File: config.mk
export PLATFORM = sky130hd
export DESIGN_NAME = pipeline_ctrl_flat
export DESIGN_NICKNAME = d
export VERILOG_FILES = /design/src/rtl/pipeline_ctrl_pkg.sv /design/src/rtl/pipeline_ctrl_if.sv /design/src/rtl/pipeline_ctrl_fwd_unit.sv /design/src/rtl/pipeline_ctrl.sv /design/src/flat_wrapper.sv
export SDC_FILE = /design/constraint.sdc
export NUM_CORES = 1
export LEC_CHECK = 0
export ABC_AREA = 1
export CAP_MARGIN = 20
export CORE_MARGIN = 2
export CORE_UTILIZATION = 48
export DETAILED_ROUTE_END_ITERATION = 10
export PLACE_DENSITY = 0.82
export SYNTH_ARGS = -nofsm -noshare
export SYNTH_HDL_FRONTEND = slang
export SYNTH_SLANG_ARGS = --single-unit
export TNS_END_PERCENT = 30
File: constraint.sdc
create_clock -name cpu_clk -period 4.6 [get_ports cpu_clk]
set_clock_uncertainty 0.1 [all_clocks]
set_input_delay 0.92 -clock cpu_clk [delete_from_list [all_inputs] [get_ports cpu_clk]]
set_output_delay 0.92 -clock cpu_clk [all_outputs]
set_load 0.05 [all_outputs]
File: src/rtl/pipeline_ctrl_pkg.sv
// Shared types, encodings and helpers for the pipeline hazard/sequencing controller.
package pipeline_ctrl_pkg;

  typedef logic [4:0] reg_addr_t;

  // Controller FSM states
  typedef enum logic {
    CTL_RUN   = 1'b0,
    CTL_STALL = 1'b1
  } ctl_state_e;

  // EX operand-mux select encodings
  typedef logic [1:0] fwd_sel_t;
  localparam fwd_sel_t FWD_RF  = 2'b00;
  localparam fwd_sel_t FWD_MEM = 2'b01;
  localparam fwd_sel_t FWD_WB  = 2'b10;

  // A producer matches a consumer register only if it writes, is not x0, and the addresses agree
  function automatic logic addr_hit(input logic we, input reg_addr_t rd, input reg_addr_t rs);
    return we && (rd != 5'd0) && (rd == rs);
  endfunction

endpackage

File: src/rtl/pipeline_ctrl_if.sv
// Stage register/control fields into the controller and hold/flush/forward controls out.
interface pipeline_ctrl_if #(
  parameter int CNT_W = 32
);
  import pipeline_ctrl_pkg::*;

  reg_addr_t  id_rs1;
  reg_addr_t  id_rs2;
  logic       id_rs1_re;
  logic       id_rs2_re;
  reg_addr_t  ex_rs1;
  reg_addr_t  ex_rs2;
  reg_addr_t  ex_rd;
  logic       ex_we;
  logic       ex_is_load;
  reg_addr_t  mem_rd;
  logic       mem_we;
  reg_addr_t  wb_rd;
  logic       wb_we;
  logic       ex_redirect;

  logic       stall_pc;
  logic       stall_if_id;
  logic       flush_if_id;
  logic       flush_id_ex;
  fwd_sel_t   fwd_a_sel;
  fwd_sel_t   fwd_b_sel;
  logic [CNT_W-1:0] stall_cnt;
  logic [CNT_W-1:0] flush_cnt;

  // Pipeline datapath side: presents stage fields, consumes controls
  modport master (
    output id_rs1, id_rs2, id_rs1_re, id_rs2_re,
    output ex_rs1, ex_rs2, ex_rd, ex_we, ex_is_load,
    output mem_rd, mem_we, wb_rd, wb_we, ex_redirect,
    input  stall_pc, stall_if_id, flush_if_id, flush_id_ex,
    input  fwd_a_sel, fwd_b_sel, stall_cnt, flush_cnt
  );

  // Controller side
  modport slave (
    input  id_rs1, id_rs2, id_rs1_re, id_rs2_re,
    input  ex_rs1, ex_rs2, ex_rd, ex_we, ex_is_load,
    input  mem_rd, mem_we, wb_rd, wb_we, ex_redirect,
    output stall_pc, stall_if_id, flush_if_id, flush_id_ex,
    output fwd_a_sel, fwd_b_sel, stall_cnt, flush_cnt
  );

endinterface

File: src/rtl/pipeline_ctrl_fwd_unit.sv
// Per-operand forwarding select: the youngest in-flight producer (EX/MEM) wins over MEM/WB.
module fwd_unit
  import pipeline_ctrl_pkg::*;
(
  input  reg_addr_t rs,
  input  reg_addr_t mem_rd,
  input  logic      mem_we,
  input  reg_addr_t wb_rd,
  input  logic      wb_we,
  output fwd_sel_t  sel
);

  // Priority select; x0 never matches so it always reads the register file
  always_comb begin
    sel = FWD_RF;
    if (addr_hit(mem_we, mem_rd, rs)) begin
      sel = FWD_MEM;
    end else if (addr_hit(wb_we, wb_rd, rs)) begin
      sel = FWD_WB;
    end
  end

endmodule

File: src/rtl/pipeline_ctrl.sv
// Hazard and sequencing controller: load-use stalls, redirect flushes, operand
// forwarding selects and saturating debug event counters.
module pipeline_ctrl #(
  parameter int LOAD_STALL = 1,
  parameter int CNT_W      = 32
) (
  input  logic           cpu_clk,
  input  logic           cpu_rst_n,
  pipeline_ctrl_if.slave bus
);
  import pipeline_ctrl_pkg::*;

  // First stall cycle is spent in RUN, so the counter reloads with the remaining cycles minus one
  localparam bit         MULTI_STALL = (LOAD_STALL > 1);
  localparam logic [2:0] LU_RELOAD   = MULTI_STALL ? 3'(LOAD_STALL - 2) : 3'd0;
  localparam logic [CNT_W-1:0] CNT_ONE = {{(CNT_W-1){1'b0}}, 1'b1};

  function automatic logic [CNT_W-1:0] sat_inc(input logic [CNT_W-1:0] v);
    return (&v) ? v : (v + CNT_ONE);
  endfunction

  logic [1:0] rst_sync;
  logic       run_en;
  ctl_state_e state_q, state_d;
  logic [2:0] lu_cnt_q, lu_cnt_d;
  logic       lu_hit;
  logic       ld_we;
  logic       stall_pc, stall_if_id, flush_if_id, flush_id_ex;
  fwd_sel_t   sel_a, sel_b;
  logic [CNT_W-1:0] stall_cnt_q, flush_cnt_q;

  // Reset asserts asynchronously and is released on a clock edge two cycles later
  always_ff @(posedge cpu_clk or negedge cpu_rst_n) begin
    if (!cpu_rst_n) begin
      rst_sync <= 2'b00;
    end else begin
      rst_sync <= {rst_sync[0], 1'b1};
    end
  end

  assign run_en = rst_sync[1];

  assign ld_we  = bus.ex_we & bus.ex_is_load;
  assign lu_hit = (bus.id_rs1_re && addr_hit(ld_we, bus.ex_rd, bus.id_rs1)) ||
                  (bus.id_rs2_re && addr_hit(ld_we, bus.ex_rd, bus.id_rs2));

  fwd_unit u_fwd_a (
    .rs     (bus.ex_rs1),
    .mem_rd (bus.mem_rd),
    .mem_we (bus.mem_we),
    .wb_rd  (bus.wb_rd),
    .wb_we  (bus.wb_we),
    .sel    (sel_a)
  );

  fwd_unit u_fwd_b (
    .rs     (bus.ex_rs2),
    .mem_rd (bus.mem_rd),
    .mem_we (bus.mem_we),
    .wb_rd  (bus.wb_rd),
    .wb_we  (bus.wb_we),
    .sel    (sel_b)
  );

  // FSM state and load-use down-counter
  always_ff @(posedge cpu_clk or negedge cpu_rst_n) begin
    if (!cpu_rst_n) begin
      state_q  <= CTL_RUN;
      lu_cnt_q <= 3'd0;
    end else begin
      state_q  <= state_d;
      lu_cnt_q <= lu_cnt_d;
    end
  end

  // Next state and stall/flush controls; redirect overrides any pending stall
  always_comb begin
    state_d     = state_q;
    lu_cnt_d    = lu_cnt_q;
    stall_pc    = 1'b0;
    stall_if_id = 1'b0;
    flush_if_id = 1'b0;
    flush_id_ex = 1'b0;
    if (run_en) begin
      if (bus.ex_redirect) begin
        flush_if_id = 1'b1;
        flush_id_ex = 1'b1;
        state_d     = CTL_RUN;
        lu_cnt_d    = 3'd0;
      end else begin
        case (state_q)
          CTL_RUN: begin
            if (lu_hit) begin
              stall_pc    = 1'b1;
              stall_if_id = 1'b1;
              flush_id_ex = 1'b1;
              if (MULTI_STALL) begin
                lu_cnt_d = LU_RELOAD;
                state_d  = CTL_STALL;
              end
            end
          end
          CTL_STALL: begin
            stall_pc    = 1'b1;
            stall_if_id = 1'b1;
            flush_id_ex = 1'b1;
            if (lu_cnt_q == 3'd0) begin
              state_d = CTL_RUN;
            end else begin
              lu_cnt_d = lu_cnt_q - 3'd1;
            end
          end
          default: begin
            state_d  = CTL_RUN;
            lu_cnt_d = 3'd0;
          end
        endcase
      end
    end
  end

  // Saturating debug counters: stall cycles and redirect cycles
  always_ff @(posedge cpu_clk or negedge cpu_rst_n) begin
    if (!cpu_rst_n) begin
      stall_cnt_q <= '0;
      flush_cnt_q <= '0;
    end else begin
      if (stall_pc) begin
        stall_cnt_q <= sat_inc(stall_cnt_q);
      end
      if (run_en && bus.ex_redirect) begin
        flush_cnt_q <= sat_inc(flush_cnt_q);
      end
    end
  end

  assign bus.stall_pc    = stall_pc;
  assign bus.stall_if_id = stall_if_id;
  assign bus.flush_if_id = flush_if_id;
  assign bus.flush_id_ex = flush_id_ex;
  assign bus.fwd_a_sel   = run_en ? sel_a : FWD_RF;
  assign bus.fwd_b_sel   = run_en ? sel_b : FWD_RF;
  assign bus.stall_cnt   = stall_cnt_q;
  assign bus.flush_cnt   = flush_cnt_q;

endmodule
File: src/flat_wrapper.sv
// flat-port wrapper written by rule: the top's interface ports become plain ports
module pipeline_ctrl_flat import pipeline_ctrl_pkg::*;
#(
  parameter int LOAD_STALL = 1,
  parameter int CNT_W      = 32
)
  (cpu_clk, cpu_rst_n, bus_id_rs1, bus_id_rs2, bus_id_rs1_re, bus_id_rs2_re, bus_ex_rs1, bus_ex_rs2, bus_ex_rd, bus_ex_we, bus_ex_is_load, bus_mem_rd, bus_mem_we, bus_wb_rd, bus_wb_we, bus_ex_redirect, bus_stall_pc, bus_stall_if_id, bus_flush_if_id, bus_flush_id_ex, bus_fwd_a_sel, bus_fwd_b_sel, bus_stall_cnt, bus_flush_cnt);
  pipeline_ctrl_if #(.CNT_W(CNT_W)) bus_i ();
  input  logic cpu_clk;
  input  logic cpu_rst_n;
  input wire logic [$bits(bus_i.id_rs1)-1:0] bus_id_rs1;
  input wire logic [$bits(bus_i.id_rs2)-1:0] bus_id_rs2;
  input wire logic [$bits(bus_i.id_rs1_re)-1:0] bus_id_rs1_re;
  input wire logic [$bits(bus_i.id_rs2_re)-1:0] bus_id_rs2_re;
  input wire logic [$bits(bus_i.ex_rs1)-1:0] bus_ex_rs1;
  input wire logic [$bits(bus_i.ex_rs2)-1:0] bus_ex_rs2;
  input wire logic [$bits(bus_i.ex_rd)-1:0] bus_ex_rd;
  input wire logic [$bits(bus_i.ex_we)-1:0] bus_ex_we;
  input wire logic [$bits(bus_i.ex_is_load)-1:0] bus_ex_is_load;
  input wire logic [$bits(bus_i.mem_rd)-1:0] bus_mem_rd;
  input wire logic [$bits(bus_i.mem_we)-1:0] bus_mem_we;
  input wire logic [$bits(bus_i.wb_rd)-1:0] bus_wb_rd;
  input wire logic [$bits(bus_i.wb_we)-1:0] bus_wb_we;
  input wire logic [$bits(bus_i.ex_redirect)-1:0] bus_ex_redirect;
  output wire logic [$bits(bus_i.stall_pc)-1:0] bus_stall_pc;
  output wire logic [$bits(bus_i.stall_if_id)-1:0] bus_stall_if_id;
  output wire logic [$bits(bus_i.flush_if_id)-1:0] bus_flush_if_id;
  output wire logic [$bits(bus_i.flush_id_ex)-1:0] bus_flush_id_ex;
  output wire logic [$bits(bus_i.fwd_a_sel)-1:0] bus_fwd_a_sel;
  output wire logic [$bits(bus_i.fwd_b_sel)-1:0] bus_fwd_b_sel;
  output wire logic [$bits(bus_i.stall_cnt)-1:0] bus_stall_cnt;
  output wire logic [$bits(bus_i.flush_cnt)-1:0] bus_flush_cnt;
  assign bus_i.id_rs1 = bus_id_rs1;
  assign bus_i.id_rs2 = bus_id_rs2;
  assign bus_i.id_rs1_re = bus_id_rs1_re;
  assign bus_i.id_rs2_re = bus_id_rs2_re;
  assign bus_i.ex_rs1 = bus_ex_rs1;
  assign bus_i.ex_rs2 = bus_ex_rs2;
  assign bus_i.ex_rd = bus_ex_rd;
  assign bus_i.ex_we = bus_ex_we;
  assign bus_i.ex_is_load = bus_ex_is_load;
  assign bus_i.mem_rd = bus_mem_rd;
  assign bus_i.mem_we = bus_mem_we;
  assign bus_i.wb_rd = bus_wb_rd;
  assign bus_i.wb_we = bus_wb_we;
  assign bus_i.ex_redirect = bus_ex_redirect;
  assign bus_stall_pc = bus_i.stall_pc;
  assign bus_stall_if_id = bus_i.stall_if_id;
  assign bus_flush_if_id = bus_i.flush_if_id;
  assign bus_flush_id_ex = bus_i.flush_id_ex;
  assign bus_fwd_a_sel = bus_i.fwd_a_sel;
  assign bus_fwd_b_sel = bus_i.fwd_b_sel;
  assign bus_stall_cnt = bus_i.stall_cnt;
  assign bus_flush_cnt = bus_i.flush_cnt;
  pipeline_ctrl #(.LOAD_STALL(LOAD_STALL), .CNT_W(CNT_W)) u_core (.cpu_clk(cpu_clk), .cpu_rst_n(cpu_rst_n), .bus(bus_i));
endmodule
# After elaboration in Yosys (flattened, before gate mapping)
# Cells that the tools add are included.
# word_totals
register_bits	70
latchBits	0
ram_bits	0
mem_bits_ro	0
input_bits	44
word_cells	62
memories	0
# op_classes
addsub	3
multipliers	0
div	0
n_lt_le_gt_ge	0
eq_ne	7
shifts	0
n_mux	20
n_bitwise	4
reduce_logical	23
# ops
operator	n
$add 32x1->32 const B	2
$reduce_and 32->1	2
$eq 5x5->1	6
$reduce_bool 5->1	3
$logic_and 1x1->1	12
$mux 2	6
$mux 1	10
$mux 3	3
$reduce_and 2->1	2
$logic_not 3->1	1
$not 1->1	3
$reduce_and 3->1	1
$sub 3x1->3 const B	1
$ne 2x2->1 const B	1
$pmux 1 s2	1
$reduce_bool 2->1	1
$and 1x1->1	1
$logic_or 1x1->1	1

# Longest topological paths before layout
# logic_depth
word_depth	10
depth_mapped	12

# By module
# A second synthesis with hierarchy kept.
# hier_totals
cells_unflattened	836
hier_area_um2	5343.9
# by_module_without_submodules
module	instances	cells_each	area_each_um2	seq_area_each_um2
pipeline_ctrl	1	734	4913.5	1751.7
fwd_unit	2	51	215.2	0.0

# Least setup slack after synthesis
# No wires, ideal clock.
# synth_path
kind	input port to output port
start	input bus_ex_rd[2]
end	output bus_stall_pc
arrival_time_ps	2770
required_time_ps	3580
slack_ps	810
cell_stages	12
n_path_buf	2
cell_sequence	inv_1 > nand2_1 > nand2_1 > nor2_1 > nand3_1 > nand2_1 > nand2_1 > nand2_1 > buf_2 > nand2_1 > nor2_1 > buf_4
# synth_via
elab_chain_cells	9
elab_cells_between_ends	13
cone_classes	eq/ne: 2; mux: 4; reduce/logical: 7
# synth_rtl
item	line	source
from (decl)	flat_wrapper.sv:17	input wire logic [$bits(bus_i.ex_rd)-1:0] bus_ex_rd;
$reduce_bool 5->1	pipeline_ctrl_pkg.sv:20	return we && (rd != 5'd0) && (rd == rs);
$logic_and 1x1->1 (2 in a row)	pipeline_ctrl_pkg.sv:20	
$logic_and 1x1->1 (on tied branches)	pipeline_ctrl.sv:44, pipeline_ctrl.sv:45	
$logic_or 1x1->1 (*)	pipeline_ctrl.sv:44	assign lu_hit = (bus.id_rs1_re && addr_hit(ld_we, bus.ex_rd, bus.id_rs1)) ||
$mux 1 (*)	--	
$pmux 1 s2 (*)	--	
$mux 1 (*) (2 in a row)	--	
to (decl)	flat_wrapper.sv:25	output wire logic [$bits(bus_i.stall_pc)-1:0] bus_stall_pc;
# Mark *: on every way between the ends. The rest lies on a longest branch, timed or not.

# Worst setup path in the final report
# layout_path
start	input bus_mem_rd[3]
end	output bus_fwd_b_sel[1]
# layout_via
elab_chain_cells	5
elab_cells_between_ends	6
cone_classes	eq/ne: 1; mux: 2; reduce/logical: 3
# layout_rtl
item	line	source
from (decl)	flat_wrapper.sv:20	input wire logic [$bits(bus_i.mem_rd)-1:0] bus_mem_rd;
$reduce_bool 5->1	pipeline_ctrl_pkg.sv:20	
$logic_and 1x1->1	pipeline_ctrl_pkg.sv:20	
$logic_and 1x1->1 (*)	pipeline_ctrl_pkg.sv:20	
$mux 2 (*)	pipeline_ctrl_fwd_unit.sv:16	if (addr_hit(mem_we, mem_rd, rs)) begin
$mux 2 (*)	pipeline_ctrl.sv:142	assign bus.fwd_b_sel = run_en ? sel_b : FWD_RF;
to (decl)	flat_wrapper.sv:30	output wire logic [$bits(bus_i.fwd_b_sel)-1:0] bus_fwd_b_sel;
# Marks and branches as above.

==> flow_summary.yaml <==
floorplanning:
  start_util: 0.493
  die_w_um: 107
  die_y_um: 107
  ios: 116
  dieArea_um2: 11400
  core-area_um2: 10300
  core.rowCount: 37
sta:
  timing.hold.ws_ns: 0.250
  fin_tns_setup_ns: 0
  drv_slew: 0
  fin_crit_sh: 0.931
  tightestPinTransition_ns: 0.891
  fmax_mhz: 233
  max_slew_margin: 0.406
  finalCriticalPeriod_ns: 4.28
  rsz0062_at_grt: "no"
  hold_viol: 0
  setup_viol: 0
layout:
  area_delta_synth_final_pct: 27.5
  post-route-util: 0.629
  layout-drive-gt1-share: 0.0410
  nNetsFinal: 920
  antenna_cells: 0
  design_area_um2: 6490
synthesis:
  avgSynthCellArea_um2: 6.69
  ys_ff_latch: 70
  synth_flop_cell: "dfrtp_1"
  syn_inst: 761
  synth_seq_area_share: 0.344
  synth_nets: 809
  synth_area_um2: 5090
  yosys_warnings: 0
  synthArstFlopShare: 1.00
  synth_edf_count: 0
  ys_types: 36
pwr:
  leakage_nw: 2.96
  power_density_nw_per_um2: 239
  peakVddDrop_uv: 316
  report.power.total_mw: 1.55
worst_setup_path:
  cp-end-kind: "output port"
  ff2ff_setup_slack_ns: 2.19
  crit_top_cell: "clkdlybuf4s50_1"
  cp.required_ns: 3.58
  reg2reg_from: "u_core.bus.stall_cnt[0]$_DFFE_PN0P_"
  r2r_cells: 9
  worstPathCellList: "clkdlybuf4s50_1 > or2_2 > o41ai_1 > inv_1 > a21oi_1 > clkdlybuf4s50_1"
  cp_max_fo: 3
  cp_slowest_cell: "clkdlybuf4s50_1"
  crit_family: "buffers and inverters"
  cp_slowest_stage_delay_ns: 0.82
  cp_num_buf_inv: 3
  r2r-end: "u_core.bus.stall_cnt[26]$_DFFE_PN0P_"
  setup.worst_path.start: "bus_mem_rd[3]"
  crit_end: "bus_fwd_b_sel[1]"
  worstSetupStartpointType: "input pin"
  arrival_ns: 3.26
  path_depth: 6
  worstSetupPathType: "input pin to output port"
clock_tree:
  cts_num_sinks: 70
  clk_path_buf_depth: 2
  htreeDepth: 3
  cts_root_buffer: "clkbuf_8"
  cts_setup_buffers: 0
  clkTransAtPathRegs_ns: 0.08
  cts_tree: "yes"
  cts_hold_buf: 0
  numCtsBuffers: 9
  cts-resized-gates: 0
  worst_skew_pair.late_latency_ns: 0.35
route:
  drcViolationCount: 0
  drtAntennaViolNets: 0
  drtIter0Drc: 269
  wl_per_cell_um: 13.3
  via_per_inst: 5.17
  routed_wl_um: 13400
  route.vias.total: 5234
  dr.pass1.iters: 4
global_routing:
  grt_usage: 0.247
  grt_overflow: 0
  grt_pass1_wl_um: 23000
  antenna_found_initial: 0
  grt_start_max_net_pins: 71
  grt_pass1_vias: 5019
placed_design:
  dpl.hpwl_um: 9910
  gp_congestion: 0.959
  io_buffers: 115
  place_area_um2: 6320
min_path:
  hold_class: "flop to flop"
status:
  status: "finished clean"
job:
  drv_cap: 0
-- layout make-up --
class | count | area (µm²)
clock buffer | 10 | 138
sequential | 70 | 1750
fill | 932 | 3830
multi-input combinational | 616 | 2990
timing repair buffer | 119 | 1200
inverter | 56 | 210
clock inverter | 6 | 37.5
tap | 136 | 170
-- worst register-to-register path, stage by stage (launching register included) --
cell      delay, ns
dfrtp_1        0.46
ha_1           0.30
nand3_2        0.19
nor2_4         0.22
nand3_1        0.09
nor2_1         0.14
nand3b_2       0.11
nand3_2        0.48
nand2_1        0.14
nand2_1        0.12
-- cell usage in the layout, fill, tap and decap left out, types with 2 or more instances in the layout --
cell             count
nor4_1               2
nor2_4               2
nand2_1            324
nor3_1              15
nand4_1             43
nand3b_1            17
o211ai_1             2
o21ai_1              3
clkinv_2             3
o21ai_0             13
buf_12               2
nor2_1              95
nand3_1             14
clkinvlp_4           3
xor2_1              34
dfrtp_1             70
o22ai_1              4
xnor2_1             24
inv_1               55
nand3_2              2
ha_1                 4
a21oi_1              6
clkdlybuf4s50_1    112
buf_4                5
clkbuf_8            10
-- cell families after synthesis --
family                     share of synthesized area
other                                       0.000737
DFF                                            0.344
AOI/OAI and AO/OA                             0.0342
xor gates and xnor gates                      0.0998
adders and majority gates                    0.00983
buffers and inverters                         0.0698
and+or+nand+nor                                0.441
-- cells in the mapped netlist, drive strengths merged (7+ instances only) --
cell type | count | area, µm²
xnor2 | 24 | 210
nand4 | 43 | 269
nand2 | 325 | 1220
buf | 17 | 138
o21ai | 16 | 80.1
dfrtp | 70 | 1750
nor2 | 98 | 383
xor2 | 34 | 298
nand3 | 17 | 108
nor3 | 17 | 101
inv | 56 | 210
nand3b | 18 | 139
a21oi | 7 | 38.8
-- stage by stage --
step                      std cells  setup WS (ns)
after global routing           1013          0.144
after CTS                      1013          0.320
after detailed placement        997          0.330
final                          1013          0.316
after floorplan                 761          0.810
after global placement          997          0.403
-- power by group --
part | total [mW] | switching [mW] | internal [mW] | leakage, nW
sequential | 0.706 | 0.0570 | 0.649 | 0.955
clock | 0.452 | 0.244 | 0.207 | 0.0841
combinational | 0.396 | 0.251 | 0.146 | 1.92
-- how the worst min path moves through the flow --
stage                                         endpoint                         start  cells past startpoint  slack (ns)
after floorplan           u_core.rst_sync[1]$_DFF_PN0_  u_core.rst_sync[0]$_DFF_PN0_                      0        0.23
after global placement    u_core.rst_sync[1]$_DFF_PN0_  u_core.rst_sync[0]$_DFF_PN0_                      0        0.23
after detailed placement  u_core.rst_sync[1]$_DFF_PN0_  u_core.rst_sync[0]$_DFF_PN0_                      0        0.24
after CTS                 u_core.rst_sync[1]$_DFF_PN0_  u_core.rst_sync[0]$_DFF_PN0_                      0        0.25
after global routing      u_core.rst_sync[1]$_DFF_PN0_  u_core.rst_sync[0]$_DFF_PN0_                      0        0.26
final                     u_core.rst_sync[1]$_DFF_PN0_  u_core.rst_sync[0]$_DFF_PN0_                      0        0.25
-- sequential cells by signal, summed over array words and instances, names as in the netlist --
register	cells
u_core.lu_cnt_q	3
u_core.rst_sync	2
u_core.bus.stall_cnt	32
u_core.bus.flush_cnt	32
u_core.state_q	1
-- metal layers --
metal  track usage  share of wire
met1         0.316           0.44
met2         0.421           0.48
met3        0.0462          0.066
met4        0.0835          0.021
met5             0              0
(Power assumes the default switching activity.)
